File: config.mk
export PLATFORM = sky130hd
export DESIGN_NAME = compute_mode_dispatcher
export DESIGN_NICKNAME = d
export VERILOG_FILES = /design/src/rtl/compute_pkg.sv /design/src/rtl/rd_tag_pipe.sv /design/src/rtl/compute_mode_dispatcher.sv
export SDC_FILE = /design/constraint.sdc
export NUM_CORES = 1
export LEC_CHECK = 0
export CAP_MARGIN = 20
export CORE_ASPECT_RATIO = 0.5
export CORE_UTILIZATION = 30
export CTS_BUF_LIST = sky130_fd_sc_hd__clkbuf_8 sky130_fd_sc_hd__clkbuf_16
export CTS_CLUSTER_DIAMETER = 200
export DETAILED_ROUTE_END_ITERATION = 12
export PLACE_DENSITY = 0.69
export SYNTH_ARGS = -nofsm -noshare
export SYNTH_HDL_FRONTEND = slang
export SYNTH_SLANG_ARGS = --single-unit
export TNS_END_PERCENT = 100
File: constraint.sdc
create_clock -name clk -period 3.6 [get_ports clk]
set_clock_uncertainty 0.2 [all_clocks]
set_input_delay 0.54 -clock clk [delete_from_list [all_inputs] [get_ports clk]]
set_output_delay 0.54 -clock clk [all_outputs]
set_load 0.02 [all_outputs]
File: src/rtl/compute_pkg.sv
// Shared constants for the compute mode dispatcher: FSM state encodings and engine indices.
package compute_pkg;

  localparam logic [1:0] S_IDLE  = 2'd0;
  localparam logic [1:0] S_RUN   = 2'd1;
  localparam logic [1:0] S_DRAIN = 2'd2;
  localparam logic [1:0] S_FIN   = 2'd3;

  localparam int unsigned MODE_SERIAL   = 0;
  localparam int unsigned MODE_SYSTOLIC = 1;
  localparam int unsigned MODE_CUSTOM   = 2;

endpackage

File: src/rtl/rd_tag_pipe.sv
// Read-tag shift register: delays {valid, tag} by RD_LAT cycles to line up with memory read data.
module rd_tag_pipe
  import compute_pkg::*;
#(
  parameter int unsigned RD_LAT = 1,
  parameter int unsigned MODE_W = 2
) (
  input  logic              clk,
  input  logic              rst,
  input  logic              push_vld,
  input  logic [MODE_W-1:0] push_tag,
  output logic              head_vld,
  output logic [MODE_W-1:0] head_tag
);

  logic [RD_LAT-1:0] vld;
  logic [MODE_W-1:0] tag [RD_LAT];

  always_ff @(posedge clk or negedge rst) begin
    if (!rst) begin
      vld <= '0;
      for (int unsigned i = 0; i < RD_LAT; i++) tag[i] <= '0;
    end else begin
      vld[0] <= push_vld;
      tag[0] <= push_tag;
      for (int unsigned i = 1; i < RD_LAT; i++) begin
        vld[i] <= vld[i-1];
        tag[i] <= tag[i-1];
      end
    end
  end

  assign head_vld = vld[RD_LAT-1];
  assign head_tag = tag[RD_LAT-1];

endmodule

File: src/rtl/compute_mode_dispatcher.sv
// Arbitrates one single-port memory among NUM_MODES engines with tag-routed read data.
// Optional watchdog enabled by defining DISPATCH_TIMEOUT_EN.
module compute_mode_dispatcher
  import compute_pkg::*;
#(
  parameter  int unsigned NUM_MODES   = 3,
  parameter  int unsigned ADDR_W      = 6,
  parameter  int unsigned DATA_W      = 8,
  parameter  int unsigned RD_LAT      = 1,
  parameter  int unsigned TIMEOUT_CYC = 1024,
  localparam int unsigned MODE_W      = $clog2(NUM_MODES)
) (
  input  logic                        clk,
  input  logic                        rst,
  input  logic                        start,
  input  logic [MODE_W-1:0]           mode_sel,
  output logic                        busy,
  output logic                        done,
  output logic                        err,
  output logic [NUM_MODES-1:0]        eng_en,
  input  logic [NUM_MODES-1:0]        eng_done,
  input  logic [NUM_MODES*ADDR_W-1:0] eng_addr,
  output logic [ADDR_W-1:0]           mem_addr,
  input  logic [DATA_W-1:0]           mem_q,
  output logic [NUM_MODES*DATA_W-1:0] eng_q,
  output logic [NUM_MODES-1:0]        eng_q_vld
);

  localparam int unsigned DRAIN_W = $clog2(RD_LAT + 1);
  localparam logic [DRAIN_W-1:0] DRAIN_LAST = DRAIN_W'(RD_LAT - 1);

  logic [1:0]         state;
  logic [MODE_W-1:0]  act;
  logic [ADDR_W-1:0]  act_addr;
  logic [ADDR_W-1:0]  addr_hold;
  logic [DRAIN_W-1:0] drain_cnt;
  logic               act_done;
  logic               mode_ok;
  logic               timeout;
  logic               head_vld;
  logic [MODE_W-1:0]  head_tag;

  assign mode_ok = ({1'b0, mode_sel} < (MODE_W + 1)'(NUM_MODES));

  always_comb begin
    act_addr = '0;
    act_done = 1'b0;
    eng_en   = '0;
    for (int unsigned i = 0; i < NUM_MODES; i++) begin
      if (act == MODE_W'(i)) begin
        act_addr  = eng_addr[i*ADDR_W +: ADDR_W];
        act_done  = eng_done[i];
        eng_en[i] = (state == S_RUN);
      end
    end
  end

`ifdef DISPATCH_TIMEOUT_EN
  localparam int unsigned CNT_W = $clog2(TIMEOUT_CYC);
  logic [CNT_W-1:0] run_cnt;

  always_ff @(posedge clk or negedge rst) begin
    if (!rst)                run_cnt <= '0;
    else if (state == S_RUN) run_cnt <= run_cnt + 1'b1;
    else                     run_cnt <= '0;
  end

  assign timeout = (state == S_RUN) && !act_done && (run_cnt == CNT_W'(TIMEOUT_CYC - 1));
`else
  assign timeout = 1'b0;
`endif

  always_ff @(posedge clk or negedge rst) begin
    if (!rst) begin
      state     <= S_IDLE;
      act       <= '0;
      addr_hold <= '0;
      drain_cnt <= '0;
    end else begin
      case (state)
        S_IDLE: begin
          if (start && mode_ok) begin
            act   <= mode_sel;
            state <= S_RUN;
          end
        end
        S_RUN: begin
          addr_hold <= act_addr;
          if (act_done || timeout) begin
            drain_cnt <= '0;
            state     <= S_DRAIN;
          end
        end
        S_DRAIN: begin
          if (drain_cnt == DRAIN_LAST) state <= S_FIN;
          else                         drain_cnt <= drain_cnt + 1'b1;
        end
        default: state <= S_IDLE;
      endcase
    end
  end

  assign busy = (state != S_IDLE);
  assign done = (state == S_FIN);
  // Gated with reset so an illegal start cannot pulse err while reset is held.
  assign err  = rst && (((state == S_IDLE) && start && !mode_ok) || timeout);

  always_comb begin
    mem_addr = '0;
    if (state == S_RUN)        mem_addr = act_addr;
    else if (state == S_DRAIN) mem_addr = addr_hold;
  end

  rd_tag_pipe #(
    .RD_LAT (RD_LAT),
    .MODE_W (MODE_W)
  ) u_rd_tag_pipe (
    .clk      (clk),
    .rst      (rst),
    .push_vld (state == S_RUN),
    .push_tag ((state == S_RUN) ? act : '0),
    .head_vld (head_vld),
    .head_tag (head_tag)
  );

  always_comb begin
    eng_q     = '0;
    eng_q_vld = '0;
    for (int unsigned i = 0; i < NUM_MODES; i++) begin
      if (head_vld && (head_tag == MODE_W'(i))) begin
        eng_q[i*DATA_W +: DATA_W] = mem_q;
        eng_q_vld[i]              = 1'b1;
      end
    end
  end

endmodule

==> results.yml <==
run_status:
  status: "finished clean"
yosys:
  async_flop_share: 1.00
  yosysSeqAreaShare: 0.293
  synth_top_family_by_area: "simple AND/OR/NAND/NOR gates"
  synthSimpleGateAreaFrac: 0.287
  synth_warnings: 0
  synth_largest_area_cell: "dfrtp_1"
  syn_area_mm2: 0.00111
  synthFlopType: "dfrtp_1"
  synth_edf_count: 0
  synth.area.mux_share: 0.117
  netlist_instances: 118
  synth-xor-area-share: 0
  yosys-top-cells-area: "dfrtp_1, and2_1, mux2i_1, ha_1, a2bb2oi_2"
  avgSynthCellArea_um2: 9.41
  synth_fa_ha_area_frac: 0.0564
  synth-seq-cells: 13
  synth_top_cell_area_share: 0.293
  synth.distinct_cells: 30
  syn_nets: 157
  synth-compound-area-share: 0.187
grt:
  grt_pass1_vias: 977
  grt_max_degree: 16
  grt_usage: 0.148
  gr-total-overflow: 0
  antenna_found_initial: 0
  grt_first_pass_wirelength_um: 4480
finish:
  design_area_mm2: 0.00190
  final_cell_mix: "clkdlybuf4s50_1, and2_1, mux2i_1, dfrtp_1, nor2_1"
  layout_commonest_cell: "clkdlybuf4s50_1"
  synthToLayoutAreaGrowth_pct: 71.4
  fill_cells: 328
  post-route-util: 0.545
  diodes: 0
  drive_gt1_frac: 0.106
  fin_nets: 229
sta:
  rsz0062_at_grt: "no"
  fmax_mhz: 328
  finalWorstSetupSlack_ns: 0.555
  period_needed_ns: 3.05
  finalCritPeriodShare: 0.846
  setup_viol: 0
  tns_ns: 0
  max_slew_margin: 0.583
  whs_ns: 0.325
  finalHoldViolations: 0
  slew_viol_final: 0
  worst_pin_slew_ns: 0.626
floorplan:
  die_h_um: 45.0
  rows: 15
  dieWidth_um: 88.0
  initial_utilization: 0.318
  num_io_pins: 73
  core-area_mm2: 0.00349
  dieArea_mm2: 0.00396
power:
  power.density_mw_per_mm2: 704
  power_frac_seq: 0.240
  switching_share: 0.432
  combPwrFrac: 0.665
  p_int_mw: 0.760
  p_clk_frac: 0.096
  switchingPower_mw: 0.578
  vdd_drop_max_v: 0.000236
  leakagePower_nw: 0.797
cts:
  path_clk_slew_ns: 0.06
  cts-root-buf: "clkbuf_8"
  hold_buffers: 0
  cts_buffers: 3
  clk_latency_ns: 0.24
  cts.sinks: 13
  h-tree-depth: 1
  cts_tree: "yes"
  cts-resized-gates: 0
  cts_buffer_depth: 2
  post_cts_buffers: 0
routing:
  ant_nets: 0
  wl_um: 2800
  drt_pass1_iterations: 4
  dr.first_iter.drc_count: 65
  via_per_inst: 4.43
  wire_per_inst_um: 11.7
  drc: 0
  num_vias: 1064
worst_setup_path:
  cp.required_ns: 2.86
  crit_path_end_kind: "output pin"
  reg2reg_slack_ns: 1.74
  worst_r2r_path_depth: 5
  r2r-start: "state[1]"
  critical_path.max_fanout: 15
  endpoint: "eng_en[2]"
  start_kind: "flop"
  arrival_ns: 2.31
  cp-startpoint: "state[1]"
  worstSetupPathType: "reg2out"
  worstReg2RegEnd: "addr_hold[1]"
job:
  maxCapViolCount: 0
hold_path:
  min_path_cells: 2
  hold_path.class: "reg2reg"
placement:
  port_buffers: 72
  place_congestion: 0.669
  dp_hpwl_um: 2370
  placed_cell_area_mm2: 0.00186
  dp_slack_ns: 0.803
## state kept, by name, indices dropped and copies added (netlist names)
signal                  cells
act                         2
addr_hold                   6
state                       2
u_rd_tag_pipe.head_tag      2
u_rd_tag_pipe.head_vld      1
## metal layers
| metal | vias up | GRT usage | wire length, µm |
|---|---|---|---|
| met4 | 0 | 0.0290 | 0 |
| met5 | - | 0 | 0 |
| met2 | 34 | 0.251 | 1300 |
| met3 | 0 | 0.0347 | 217 |
| li1 | 553 | - | - |
| met1 | 477 | 0.196 | 1280 |
## cells by family (layout without fill, tap and decap cells)
kind of cell    after synthesis  after routing
flops                        13             13
buf+inv                      10             81
compound gates               22             22
simple gates                 55             55
fa+ha+maj                     5              5
mux                          13             13
## stage by stage
step,instances,total power [mW]
after detailed placement,236,1.23
final,240,1.34
after global placement,236,1.21
after CTS,240,1.36
after floorplan,118,0.918
after global routing,240,1.45
## cell usage after synthesis, types with 2 or more instances
master,n
mux2i_1,13
and2_1,25
dfrtp_1,13
inv_1,3
nand3_1,3
a2bb2oi_1,2
a21oi_1,6
a2bb2oi_2,4
nand2_1,8
ha_1,5
o211ai_2,2
buf_2,3
nor2_1,11
o2111ai_1,2
clkbuf_1,2
a21bo_2,2
## critical path, stage by stage (launching register included)
cell and delay [ns]:
dfrtp_1 0.44, inv_1 0.10, ha_1 0.56, and2_1 0.23
and2b_2 0.14, clkdlybuf4s50_1 0.60
## power groups by stage
stage / logic, mW / clock network [mW] / registers, mW
floorplan: 0.654 / 0 / 0.263
CTS: 0.903 / 0.133 / 0.321
detailed placement: 0.903 / 0 / 0.323
finish: 0.890 / 0.128 / 0.321
global placement: 0.891 / 0 / 0.320
global route: 0.969 / 0.142 / 0.337
## worst min path at each step
stage | from | to | slack (ns)
floorplan | rst | act[0] | 0.04
global placement | addr_hold[2] | addr_hold[2] | 0.31
detailed placement | addr_hold[5] | addr_hold[5] | 0.32
CTS | addr_hold[5] | addr_hold[5] | 0.34
global route | addr_hold[5] | addr_hold[5] | 0.37
finish | addr_hold[5] | addr_hold[5] | 0.33
## area by class of cell
type | instances | area, µm² | area share
clock buffer | 3 | 41.3 | 0.0217
clock inverter | 1 | 5.00 | 0.00263
inverter | 3 | 11.3 | 0.00592
multi-input combinational | 95 | 719 | 0.378
sequential | 13 | 325 | 0.171
tap | 51 | 63.8 | 0.0336
timing repair buffer | 74 | 736 | 0.387
Note: power is estimated with default switching activity, not from simulation.
==> RTL change, RTL diff (same flow settings) <==
Set the parameter `DATA_W` to 6 (it was 8).
--- a/src/rtl/compute_mode_dispatcher.sv
+++ b/src/rtl/compute_mode_dispatcher.sv
@@ -5,7 +5,7 @@
 #(
   parameter  int unsigned NUM_MODES   = 3,
   parameter  int unsigned ADDR_W      = 6,
-  parameter  int unsigned DATA_W      = 8,
+  parameter  int unsigned DATA_W      = 6,
   parameter  int unsigned RD_LAT      = 1,
   parameter  int unsigned TIMEOUT_CYC = 1024,
   localparam int unsigned MODE_W      = $clog2(NUM_MODES)
Interface: changed (resized eng_q and mem_q); port bits go from 73 to 65. No check against the original RTL was run, so the function may have changed too.
==> RTL change against the original RTL <==
Final area fell by 6.3%; largest cell class is now multi-input combinational cells; sequential cell count unchanged; synthesized area decreased by 3.8%; routed wire length is 2.9% lower; clock power about the same; critical path type unchanged; die area decreased by 3.7%; power is 2.4% lower; first-iteration DRC count is 71% lower; maximum frequency shrank 1.7%; count of clock-buffer cells in the layout unchanged; setup slack got worse by 0.052 ns; largest power group unchanged; via count down 3.4%; critical path depth unchanged.
==> RTL change: results <==
detailed_routing:
  routed_wl_microns: 2720
  drt_iter0_markers: 19
  vias_per_cell: 4.59
pwr:
  swShare_pct: 43.1
  power_leakage_nw: 0.754
  ir_drop_mv: 0.391
min_path:
  hold_depth: 2
  worstHoldStart: "addr_hold[2]"
  whs_endpoint: "addr_hold[2]"
placed_design:
  gp_congestion: 0.744
  port_buffers: 64
  placed_cells: 220
  place_ws_ns: 0.751
clocking:
  cts-resized-gates: 0
  post-cts-setup-buffers: 0
final_layout:
  final_cells: 224
  layout-drive-gt1-share_pct: 10.8
  layout.nets: 214
logic_synthesis:
  ys_types: 29
  synth.area.top_cells: "dfrtp_1, mux2i_1, and2_1, ha_1, a2bb2oi_2"
  synth.net_count: 149
  synthCells: 112
  ys_top_cells_by_count: "and2_1, dfrtp_1, mux2i_1, nor2_1, nand2_1"
  yosysSeqAreaShare_pct: 30.5
global_route:
  grt_pass1_vias: 979
  grt_max_degree: 19
  grt_use_total_pct: 13.9
  grt_pass1_wl_microns: 4200
setup_path:
  r2r_end: "state[0]"
  r2r_setup_slack_ns: 1.60
  crit_arrival_ns: 2.36
  critPathSlowestCell: "ha_1"
sta:
  period_minus_slack_ns: 3.10
  maxSlewHeadroom_pct: 53.6
status:
  status: "completed"
RTL change: cell types whose count changed in the layout (fill, tap and decap cells not counted):
cell,delta
nor3b_2,-1
buf_4,+1
and2_1,-6
clkinv_2,-1
inv_1,+1
nor3b_1,+1
clkdlybuf4s50_1,-8
RTL change: kinds of logic after synthesis:
logic type               synth area share (%)
buffers and inverters                    6.10
multiplexers                             12.2
flip-flops                               30.5
AND/OR/NAND/NOR                          25.9
AO/OA/AOI/OAI                            19.5
adder cells (fa/ha/maj)                  5.86
RTL change: through the flow:
step / hold WS, ns / cell area (sq um)
2_1_floorplan: 0.0444 / 1070
3_3_place_gp: 0.313 / 1740
3_5_place_dp: 0.321 / 1740
4_1_cts: 0.335 / 1780
5_1_grt: 0.355 / 1780
6_report: 0.329 / 1780
RTL change: layout make-up:
class | count | area [sq um]
Sequential cell | 13 | 325
Multi-Input combinational cell | 89 | 677
Fill cell | 308 | 1410
Clock buffer | 3 | 41.3
Timing Repair Buffer | 67 | 663
Clock inverter | 1 | 3.75
Tap cell | 48 | 60.1
Inverter | 3 | 11.3
RTL change: power by group through the flow:
stage / Clock [mW] / Combinational (mW) / Sequential [mW]
6_report: 0.128 / 0.861 / 0.317
5_1_grt: 0.138 / 0.928 / 0.331
4_1_cts: 0.130 / 0.869 / 0.317
3_5_place_dp: 0 / 0.867 / 0.320
3_3_place_gp: 0 / 0.860 / 0.317
2_1_floorplan: 0 / 0.633 / 0.262
RTL change: metal layers:
metal | part of all wire, % | global-route usage [%]
met5 | 0 | 0
met4 | 0 | 4.33
met1 | 47 | 17.0
met2 | 45 | 24.1
met3 | 7.8 | 4.10
RTL change: critical path: cells and delay by family, from the launching register on:
kind                       cells  cell delay, ns
adders and majority gates      1            0.61
DFF                            1            0.44
buffers and inverters          2            0.70
and+or+nand+nor                2            0.37
